--- src/rtl/dcache_refill_ctrl.sv ---
`default_nettype none
// +----------------------------------------------------------------------------+
// | dcache_refill_ctrl : data-cache miss handler (victim write-back + refill)   |
// | Revision: 1.0                                                              |
// +----------------------------------------------------------------------------+
module dcache_refill_ctrl #(
  parameter int ADDRESS_SIZE = 32,
  parameter int WORD_SIZE    = 32
) (
  input  logic                         clk,
  input  logic                         rst,
  input  logic                         miss_valid_i,
  input  logic                         miss_is_write_i,
  input  logic [ADDRESS_SIZE-1:0]      miss_addr_i,
  input  logic                         victim_dirty_i,
  input  logic [ADDRESS_SIZE-16:0]     victim_tag_i,
  input  logic [8*WORD_SIZE-1:0]       victim_line_i,
  output logic                         miss_busy_o,
  output logic                         fill_valid_o,
  output logic [9:0]                   fill_index_o,
  output logic [ADDRESS_SIZE-16:0]     fill_tag_o,
  output logic [8*WORD_SIZE-1:0]       fill_line_o,
  output logic [1:0]                   fill_state_o,
  output logic                         mem_req_o,
  output logic                         mem_we_o,
  output logic [ADDRESS_SIZE-1:0]      mem_addr_o,
  output logic [WORD_SIZE-1:0]         mem_wdata_o,
  input  logic                         mem_ack_i,
  input  logic [WORD_SIZE-1:0]         mem_rdata_i
);

  localparam int TAG_W  = ADDRESS_SIZE - 15;
  localparam int LINE_W = 8 * WORD_SIZE;

  localparam logic [1:0] c_IDLE = 2'd0;
  localparam logic [1:0] c_WB   = 2'd1;
  localparam logic [1:0] c_RD   = 2'd2;
  localparam logic [1:0] c_FILL = 2'd3;

  localparam logic [1:0] c_SHARED   = 2'b01;
  localparam logic [1:0] c_MODIFIED = 2'b11;

  logic [1:0]        state_q, state_d;
  logic [2:0]        beat_q;
  logic [TAG_W-1:0]  tag_q;
  logic [TAG_W-1:0]  vtag_q;
  logic [9:0]        index_q;
  logic [1:0]        fill_state_q;
  logic [LINE_W-1:0] vline_q;
  logic [LINE_W-1:0] line_q;

  logic w_accept;
  logic w_beat_done;
  logic w_last_beat;
  logic w_unused;

  assign w_accept    = (state_q == c_IDLE) && miss_valid_i;
  assign w_beat_done = mem_req_o && mem_ack_i;
  assign w_last_beat = w_beat_done && (beat_q == 3'd7);

  // Line offset never matters: beats always ascend from word 0.
  assign w_unused = ^miss_addr_i[4:0];

  always_ff @(posedge clk) begin
    if (rst) begin
      state_q <= c_IDLE;
    end else begin
      state_q <= state_d;
    end
  end

  always_comb begin
    state_d = state_q;
    case (state_q)
      c_IDLE: begin
        if (miss_valid_i) begin
          state_d = victim_dirty_i ? c_WB : c_RD;
        end
      end
      c_WB: begin
        if (w_last_beat) begin
          state_d = c_RD;
        end
      end
      c_RD: begin
        if (w_last_beat) begin
          state_d = c_FILL;
        end
      end
      c_FILL: begin
        state_d = c_IDLE;
      end
      default: begin
        state_d = c_IDLE;
      end
    endcase
  end

  always_comb begin
    miss_busy_o  = 1'b0;
    fill_valid_o = 1'b0;
    mem_req_o    = 1'b0;
    mem_we_o     = 1'b0;
    mem_addr_o   = '0;
    mem_wdata_o  = '0;
    case (state_q)
      c_WB: begin
        miss_busy_o = 1'b1;
        mem_req_o   = 1'b1;
        mem_we_o    = 1'b1;
        mem_addr_o  = {vtag_q, index_q, beat_q, 2'b00};
        mem_wdata_o = vline_q[int'(beat_q)*WORD_SIZE +: WORD_SIZE];
      end
      c_RD: begin
        miss_busy_o = 1'b1;
        mem_req_o   = 1'b1;
        mem_addr_o  = {tag_q, index_q, beat_q, 2'b00};
      end
      c_FILL: begin
        miss_busy_o  = 1'b1;
        fill_valid_o = 1'b1;
      end
      default: begin
        miss_busy_o = 1'b0;
      end
    endcase
  end

  // Victim data is captured once at acceptance so the cache may reuse the slot.
  always_ff @(posedge clk) begin
    if (rst) begin
      beat_q       <= 3'd0;
      tag_q        <= '0;
      vtag_q       <= '0;
      index_q      <= '0;
      fill_state_q <= 2'b00;
      vline_q      <= '0;
      line_q       <= '0;
    end else begin
      if (w_accept) begin
        beat_q       <= 3'd0;
        tag_q        <= miss_addr_i[ADDRESS_SIZE-1:15];
        index_q      <= miss_addr_i[14:5];
        vtag_q       <= victim_tag_i;
        vline_q      <= victim_line_i;
        fill_state_q <= miss_is_write_i ? c_MODIFIED : c_SHARED;
      end else if (w_beat_done) begin
        beat_q <= beat_q + 3'd1;
      end
      if ((state_q == c_RD) && w_beat_done) begin
        line_q[int'(beat_q)*WORD_SIZE +: WORD_SIZE] <= mem_rdata_i;
      end
    end
  end

  assign fill_index_o = index_q;
  assign fill_tag_o   = tag_q;
  assign fill_line_o  = line_q;
  assign fill_state_o = fill_state_q;

endmodule
`default_nettype wire

--- config.mk ---
export PLATFORM = sky130hd
export DESIGN_NAME = dcache_refill_ctrl
export DESIGN_NICKNAME = d
export VERILOG_FILES = /design/src/rtl/dcache_refill_ctrl.sv
export SDC_FILE = /design/constraint.sdc
export NUM_CORES = 1
export LEC_CHECK = 0
export ABC_AREA = 1
export ABC_CLOCK_PERIOD_IN_PS = 3000
export CAP_MARGIN = 30
export CELL_PAD_IN_SITES_DETAIL_PLACEMENT = 1
export CELL_PAD_IN_SITES_GLOBAL_PLACEMENT = 1
export CORE_MARGIN = 5
export CORE_UTILIZATION = 34
export CTS_BUF_LIST = sky130_fd_sc_hd__clkbuf_4 sky130_fd_sc_hd__clkbuf_8
export CTS_CLUSTER_SIZE = 8
export DETAILED_ROUTE_END_ITERATION = 16
export GPL_TIMING_DRIVEN = 0
export PLACE_DENSITY_LB_ADDON = 0.1
export SYNTH_ARGS = -nofsm -noshare
export SYNTH_HDL_FRONTEND = slang
export SYNTH_SLANG_ARGS = --single-unit
--- constraint.sdc ---
create_clock -name clk -period 3 [get_ports clk]
set_input_delay 0.45 -clock clk [delete_from_list [all_inputs] [get_ports clk]]
set_output_delay 0.45 -clock clk [all_outputs]
set_load 0.02 [all_outputs]
# --- Word level (Yosys, flattened, before mapping) ---
# Index checks and enable logic that the tools add are counted.
# W data, S select, Z words.
op_classes:
  add_sub_neg: 2
  eq_ne: 7
  shift: 3
  n_mux: 13
  n_reduce_logical: 9
ops:
  columns: ["op", "count"]
  rows:
  - ["$bwmux W256", 1]
  - ["$shift A32 B33 Y256 const A", 1]
  - ["$shiftx A256 B9 Y32", 1]
  - ["$shiftx A32 B33 Y256", 1]
  - ["$pmux W32 S2", 1]
  - ["$neg A8 Y33", 1]
  - ["$mux W32", 1]
  - ["$mux W2", 5]
  - ["$pmux W2 S4", 1]
  - ["$ne A2 B2 Y1 const B", 3]
  - ["$eq A2 B2 Y1 const B", 2]
  - ["$logic_and A1 B1 Y1", 4]
  - ["$mux W1", 4]
  - ["$reduce_or A2 Y1", 2]
  - ["$add A3 B1 Y3 const B", 1]
  - ["$eq A3 B3 Y1 const B", 1]
  - ["$reduce_and A3 Y1", 1]
  - ["$reduce_or A3 Y1", 1]
  - ["$eq A2 B1 Y1 const B", 1]
  - ["$logic_not A2 Y1", 1]
totals:
  ff_bits: 563
  inputBits: 343
  output_inout_bits: 353

# --- Depth between registers and ports, before layout ---
# Gate-level depths: netlist (run 1).
logic_depth:
  depth_word: 7
  mapped_depth: 14

# --- Worst setup path after synthesis (run 1) ---
# OpenSTA, ideal clock, no wires.
synth_path:
  path_kind: "register -> register"
  from: "register beat_q[0]"
  to: "register line_q[199], in the netlist fill_line_o[199]"
  arrival_ns: 2.353
  required_time_ns: 2.887
  path_slack_ns: 0.534
  path_stages_with_launch: 14
  synth_period_minus_slack_ns: 2.466
  cell_sequence: "dfxtp_1 -> buf_4 -> inv_2 -> buf_2 -> buf_2 -> ha_1 -> ha_1 -> buf_4 -> nor3_4 -> nand2_1 -> buf_2 -> buf_6 -> nor2_1 -> nor2_1"
synth_between:
  elab_chain_len: 3
  word_cells_on_any_way: 4
  classes_between: "add/sub: 1; shift: 2; mux: 1"
synth_lines:
  columns: ["element", "line_no", "rtl"]
  rows:
  - ["start, declared", "44", "logic [2:0] beat_q;"]
  - ["start signal, assigned", "148", "beat_q <= beat_q + 3'd1;"]
  - ["$neg A8 Y33 (*)", "151", "line_q[int'(beat_q)*WORD_SIZE +: WORD_SIZE] <= mem_rdata_i;"]
  - ["$shiftx A32 B33 Y256 or $shift A32 B33 Y256 (tied branches)", "151", null]
  - ["$bwmux W256 (*)", "151", null]
  - ["end signal, assigned by index", "151", null]
  - ["end, declared", "50", "logic [LINE_W-1:0] line_q;"]
# Every way passes the cells marked *; elsewhere a longest branch is shown, timed or not.
# A chain may end at the register's enable or synchronous reset.

# --- Final worst setup path (run 1) ---
layout_path:
  from: "register beat_q[0]"
  to: "output mem_wdata_o[1]"
layout_between:
  elab_chain_len: 2
layout_lines:
  columns: ["element", "line_no", "rtl"]
  rows:
  - ["$shiftx A256 B9 Y32", "112", "mem_wdata_o = vline_q[int'(beat_q)*WORD_SIZE +: WORD_SIZE];"]
  - ["$mux W32", "106", "case (state_q)"]
  - ["end, declared", "27", "output logic [WORD_SIZE-1:0] mem_wdata_o,"]
# No other way between the ends.

==> metrics, run 1 <==
Post-DP HPWL 95.1 mm; ANT nets after route 0; Layout Nets 5021; Slew Viols, Final 0; hold buffer count at cts 0; Max clock buf depth 3; Setup Skew 0.0278 ns; largest net degree at the start of global routing 15; H-tree levels 3; Pwr Density 755 mW/mm2; Tightest Hold Check Type primary input to register; count of non-filler cells in the finished layout 5711; routed vias/inst 4.81; total CTS buffers 102; drt total wl 120 mm; Setup WS pre-CTS -0.678 ns; clk root buf clkbuf_8; Die Ht 281 um; first-pass GRT wire length 172 mm; status completed; Seq/Total Area, Yosys 0.453; crit-path max FO 10; grt ovf 0; DR DRC count 0; synthesized flop and latch total 563; final period utilization 0.963; Worst-Margin Slew 0.934 ns; IO Pins 696; share of post-route cells with drive strength above 1 0.0938; crit start category register; Area growth syn-to-layout 43.0%; Setup violations, final 0; Leakage 16.4 nW; Final Critical Period 2.89 ns; Warnings, synthesis 0; endpoint class of the critical path primary output; cell area after synthesis 0.0249 mm2; Die Area 0.0788 mm2; Post-Place Cells 5515; Initial DRC Count 1382; GRT Total Usage 0.289; CP Data Arrival Time 2.44 ns; Worst Slack Setup Final 0.111 ns; CTS clk-pin slew, worst paths 0.06 ns; total clock sinks 563; worst ir drop on vdd 0.463 mV; post-layout util 0.489; Mean Syn Cell Area 6.44 um2; die span in x 281 um; Slew HR 0.377; initial core utilization 0.342; first-pass iteration count of the detailed router 5; total of max-cap violations 0; Final Hold Vio Count 0; row count 99; CTS tree built; post-synth cell types 28; Core ar. 0.0728 mm2; WP data required 2.55 ns; clk_lat worst skew 0.73 ns; initial antenna violation count 11; RePlAce Congestion 0.899; IO buf count 688; vias in the first global route 27.7k; WS Path Type register to primary output; DR WL/cell 21.0 um; Mapped Cells 3865; DR vias 27.4k; Max Freq 0.346 GHz
report_power, final:
part | leakage (nW) | internal [mW] | switching, mW
clock | 1.17 | 4.47 | 3.43
combinational | 10.6 | 3.15 | 6.47
sequential | 4.60 | 8.74 | 0.632
cell type report:
cell class	instances	area [um2]
flip-flops and latches	563	11300
diodes	10	25.0
multi-input cells	2630	11200
clock inverters	12	110
clock buffers	168	2090
well taps	959	1200
repair buffers	696	6790
plain buffers	264	1400
fillers	9644	37200
inverters	409	1550
state kept, by name, indices dropped and copies added, names as in the netlist:
register,cells
vline_q,256
fill_line_o,256
state_q,2
fill_tag_o,17
fill_state_o,2
vtag_q,17
fill_index_o,10
beat_q,3
critical path: stages (launching register included):
cell and delay (ns):
dfxtp_4 0.40, buf_12 0.16, inv_4 0.07, buf_12 0.16, buf_6 0.15, nand2_1 0.06, nand3_1 0.09, nand3_1 0.10
nand2_1 0.16, nor2_2 0.17, buf_2 0.19
Yosys cell counts, drive strengths merged:
master | number | share of area
o21a | 1 | 0.00030
a21oi | 127 | 0.026
clkbuf | 149 | 0.022
nand3 | 89 | 0.019
nor3 | 68 | 0.014
ha | 12 | 0.0060
buf | 115 | 0.023
o21ai | 408 | 0.082
nand2 | 745 | 0.11
conb | 1 | 0.00015
a211oi | 2 | 0.00060
inv | 409 | 0.062
o21bai | 2 | 0.00060
nor2 | 1174 | 0.18
dfxtp | 563 | 0.45
metrics by stage:
stage	instance area [um2]	total power [mW]	hold slack [ns]	setup TNS, ns
after global placement	33000	18.5	0.439	-104.26
after CTS	35600	27.0	0.306	-1.41
after floorplan	24900	14.5	0.429	0
after detailed placement	33000	18.7	0.446	-112.79
after global routing	35600	28.4	0.343	-0.00622
final	35600	26.9	0.366	0
cells in the final DEF, fill, tap and decap left out, drive strengths merged, types with 5 or more instances in the layout:
cell type	netlist	final
a21oi	127	127
buf	115	155
clkbuf	149	322
clkdlybuf4s15	0	9
clkdlybuf4s50	0	626
clkinv	0	5
dfxtp	563	563
diode	0	10
dlygate4sd2	0	15
ha	12	12
inv	409	411
nand2	745	745
nand3	89	89
nor2	1174	1174
nor3	68	68
o21ai	408	408
path summary, 6_finish.rpt:
kind	cells past startpoint	end	from	slack (ns)
worst max-delay path	10	mem_wdata_o[1]	beat_q[0]	0.11
worst min-delay path	3	fill_tag_o[1]	miss_addr_i[16]	0.37
worst max register to register	12	fill_line_o[225]	beat_q[0]	0.11
worst min register to register	2	vline_q[205]	vline_q[205]	0.46
routing by layer:
| layer | up-vias | GRT usage | part of all wire |
|---|---|---|---|
| met3 | 205 | 0.0439 | 0.045 |
| li1 | 13400 | - | - |
| met1 | 13200 | 0.339 | 0.40 |
| met2 | 677 | 0.532 | 0.51 |
| met4 | 0 | 0.108 | 0.041 |
| met5 | - | 0 | 0 |
logic make-up after synthesis:
logic type / Yosys count / share of synthesized area
other: 1 / 0.000151
adder cells (fa/ha/maj): 12 / 0.00603
AND/OR/NAND/NOR: 2076 / 0.324
buffers and inverters: 673 / 0.108
flip-flops: 563 / 0.453
AO/OA/AOI/OAI: 540 / 0.109
what timing repair did:
action                     in CTS  in global routing
resized for setup             338                 65
setup buffers                   3                  3
setup endpoints to repair     319                 72
pin swaps                       6                  7
(Power assumes the default switching activity.)
==> run 2, diff against run 1 <==
--- a/config.mk
+++ b/config.mk
@@ -10,6 +10,7 @@
 export CAP_MARGIN = 30
 export CELL_PAD_IN_SITES_DETAIL_PLACEMENT = 1
 export CELL_PAD_IN_SITES_GLOBAL_PLACEMENT = 1
+export CORE_ASPECT_RATIO = 2
 export CORE_MARGIN = 5
 export CORE_UTILIZATION = 34
 export CTS_BUF_LIST = sky130_fd_sc_hd__clkbuf_4 sky130_fd_sc_hd__clkbuf_8
==> run 2 against run 1 <==
  * First-iteration DRC count down 13%
  * Flip-flop and latch count is the same
  * Count of clock-buffer cells in the layout shrank 36
  * Power decreased by 3.4%
  * Critical path depth unchanged
  * Routed wire length is 5.9% higher
  * Maximum frequency is 2.3% lower
  * Hold slack got worse by 0.038 ns
  * Non-clock buffer count did not move
==> metrics, run 2 (synthesis results as in run 1) <==
Critical Path, Cell by Cell buf_12, buf_8, buf_6, nor2_1, nor2_1, nand2_1, nand3_4, nand2_1, nor2_2, buf_2; Worst Path Buf+Inv 4 (-1); Final Critical Period 2.96 ns (+0.0685 ns); Post-DP HPWL 106 mm (+11%); first-pass GRT wire length 180 mm (+4.6%); Final Hold Vio Count 0 (unchanged); DR DRC count 0 (unchanged); IO buf count 688 (unchanged); crit start category register; RSZ-0062 raised after global routing true; Hold Path Sink vline_q[4]; Slew Viols, Final 0 (unchanged); total clock sinks 563 (unchanged); clk root buf clkbuf_8; R2R depth 12 (unchanged); register area 0.0113 mm2 (about the same); Worst path top cell family by delay buffers and inverters; IO Pins 696 (unchanged); Die Ht 393 um (+40%); final period utilization 0.986 (+0.0228); WS Path Type register to primary output; grt ovf 0 (unchanged); GRT Total Usage 0.308 (+0.0191); total CTS buffers 87 (-15%); ANT nets after route 0 (unchanged); Met2 Wirelength 67.7 mm (+11%); worst ir drop on vdd 0.447 mV (-3.5%); setup_tns 0 ns (unchanged); Post-Place Cells 5477 (-0.69%); CTS clk-pin slew, worst paths 0.06 ns (about the same); initial core utilization 0.343 (+0.000659); Worst Slack Setup Final 0.0421 ns (-0.0685 ns); Max clock buf depth 3 (unchanged); Die Area 0.0791 mm2 (+0.41%); DR WL/cell 22.5 um (+7.3%); H-tree levels 3 (unchanged); initial antenna violation count 29 (+18); CP max-delay cell dfxtp_4; post-layout util 0.484 (-0.00486); Min Hold Slack 0.328 ns (-0.0381 ns); Critical Path Max Stage Delay 0.36 ns (-0.04 ns); Setup WS pre-CTS -0.775 ns (-0.0972 ns); Worst-Margin Slew 1.01 ns (+0.0797 ns); drt total wl 127 mm (+5.9%); Slew HR 0.324 (-0.0532); min-delay src victim_line_i[4]; Placed Area 0.0330 mm2 (-0.23%); row count 140 (+41%); total chip power 26.0 mW (-3.4%); WP data required 2.55 ns (about the same); uppermost layer routed met5; crit-path max FO 10 (unchanged); footprint of the multi-input gates 0.0112 mm2 (+0.12%); Tightest Hold Check Type primary input to register; worst r2r src beat_q[0]; status completed; Pwr Density 738 mW/mm2 (-2.2%); vias in the first global route 28.7k (+3.9%); metal3 WL 8.92 mm (+66%); Max Freq 0.338 GHz (-2.3%); Critical path origin beat_q[0]; Layout Nets 5006 (-0.30%); worst hold stages 3 (unchanged); final non-filler cell area 0.0352 mm2 (-1.2%); FILL cells 9598 (-0.48%); Setup Skew 0.0327 ns (+0.00489 ns); count of non-filler cells in the finished layout 5640 (-1.2%); Post-Route M1 WL 42.3 mm (-13%); commonest non-fill, non-tap cell in the layout nor2_1; Core ar. 0.0727 mm2 (-0.19%); Setup violations, final 0 (unchanged); RePlAce Congestion 0.947 (+5.3%); first-pass iteration count of the detailed router 5 (unchanged); total of max-cap violations 0 (unchanged); Initial DRC Count 1205 (-13%); share of post-route cells with drive strength above 1 0.0843 (-0.00955); CTS tree built; routed vias/inst 4.85 (+0.92%); clk_lat worst skew 0.75 ns (+0.02 ns); die span in x 201 um (-28%); DR vias 27.4k (-0.34%); endpoint class of the critical path primary output; Leakage 16.1 nW (-1.6%); reg2reg setup slack 0.12 ns (about the same); most frequent cells in the layout nor2_1, nand2_1, clkdlybuf4s50_1; Area growth syn-to-layout 41.3%; largest net degree at the start of global routing 13 (-2); CP Data Arrival Time 2.51 ns (+0.07 ns); R2R Path End fill_line_o[231]
[run 2: cell types whose count changed in the layout (fill, tap and decap cells not counted), moves of 8 or more]
cell	before	now
clkbuf_8	137	117
nor2_1	1131	1147
clkbuf_4	49	34
nor2_2	31	17
diode_2	10	19
nand3_1	85	77
[run 2: tightest hold or removal path: cells and delay by family]
family,cells,cell delay (ns)
and+or+nand+nor,1,0.05
buffers and inverters,1,0.39
AOI/OAI and AO/OA,1,0.15
[run 2: how the worst max path moves through the flow]
stage                                  end  cells past startpoint
after floorplan           fill_line_o[199]                     13
after global placement    fill_line_o[225]                     12
after detailed placement  fill_line_o[225]                     12
after CTS                  mem_wdata_o[20]                     10
after global routing       mem_wdata_o[13]                      9
final                      mem_wdata_o[18]                     10
[run 2: metal layers]
metal	vias up	GRT usage
met4	16	0.171
met5	-	0
met2	923	0.604
met1	12800	0.283
met3	280	0.0836
li1	13300	-
[run 2: timing repair]
action | in CTS | in global routing
hold buffers | 0 | 0
resized for setup | 366 | 65
endpoints found under the setup margin | 312 | 145
pin swaps | 10 | 6
setup buffers | 3 | 6
[run 2: layout make-up]
| cell class | count | share of cell area |
|---|---|---|
| clock buffer | 132 | 0.0472 |
| timing repair buffer | 697 | 0.193 |
| buffer | 263 | 0.0419 |
| multi-input combinational | 2630 | 0.318 |
| antenna | 19 | 0.00135 |
| clock inverter | 4 | 0.00149 |
| inverter | 409 | 0.0438 |
| tap | 923 | 0.0328 |
| sequential | 563 | 0.320 |
[run 2: report_power, final]
group / total, mW / internal [mW] / switching (mW)
clock network: 6.78 / 3.56 / 3.23
registers: 9.34 / 8.73 / 0.605
logic: 9.87 / 3.18 / 6.69
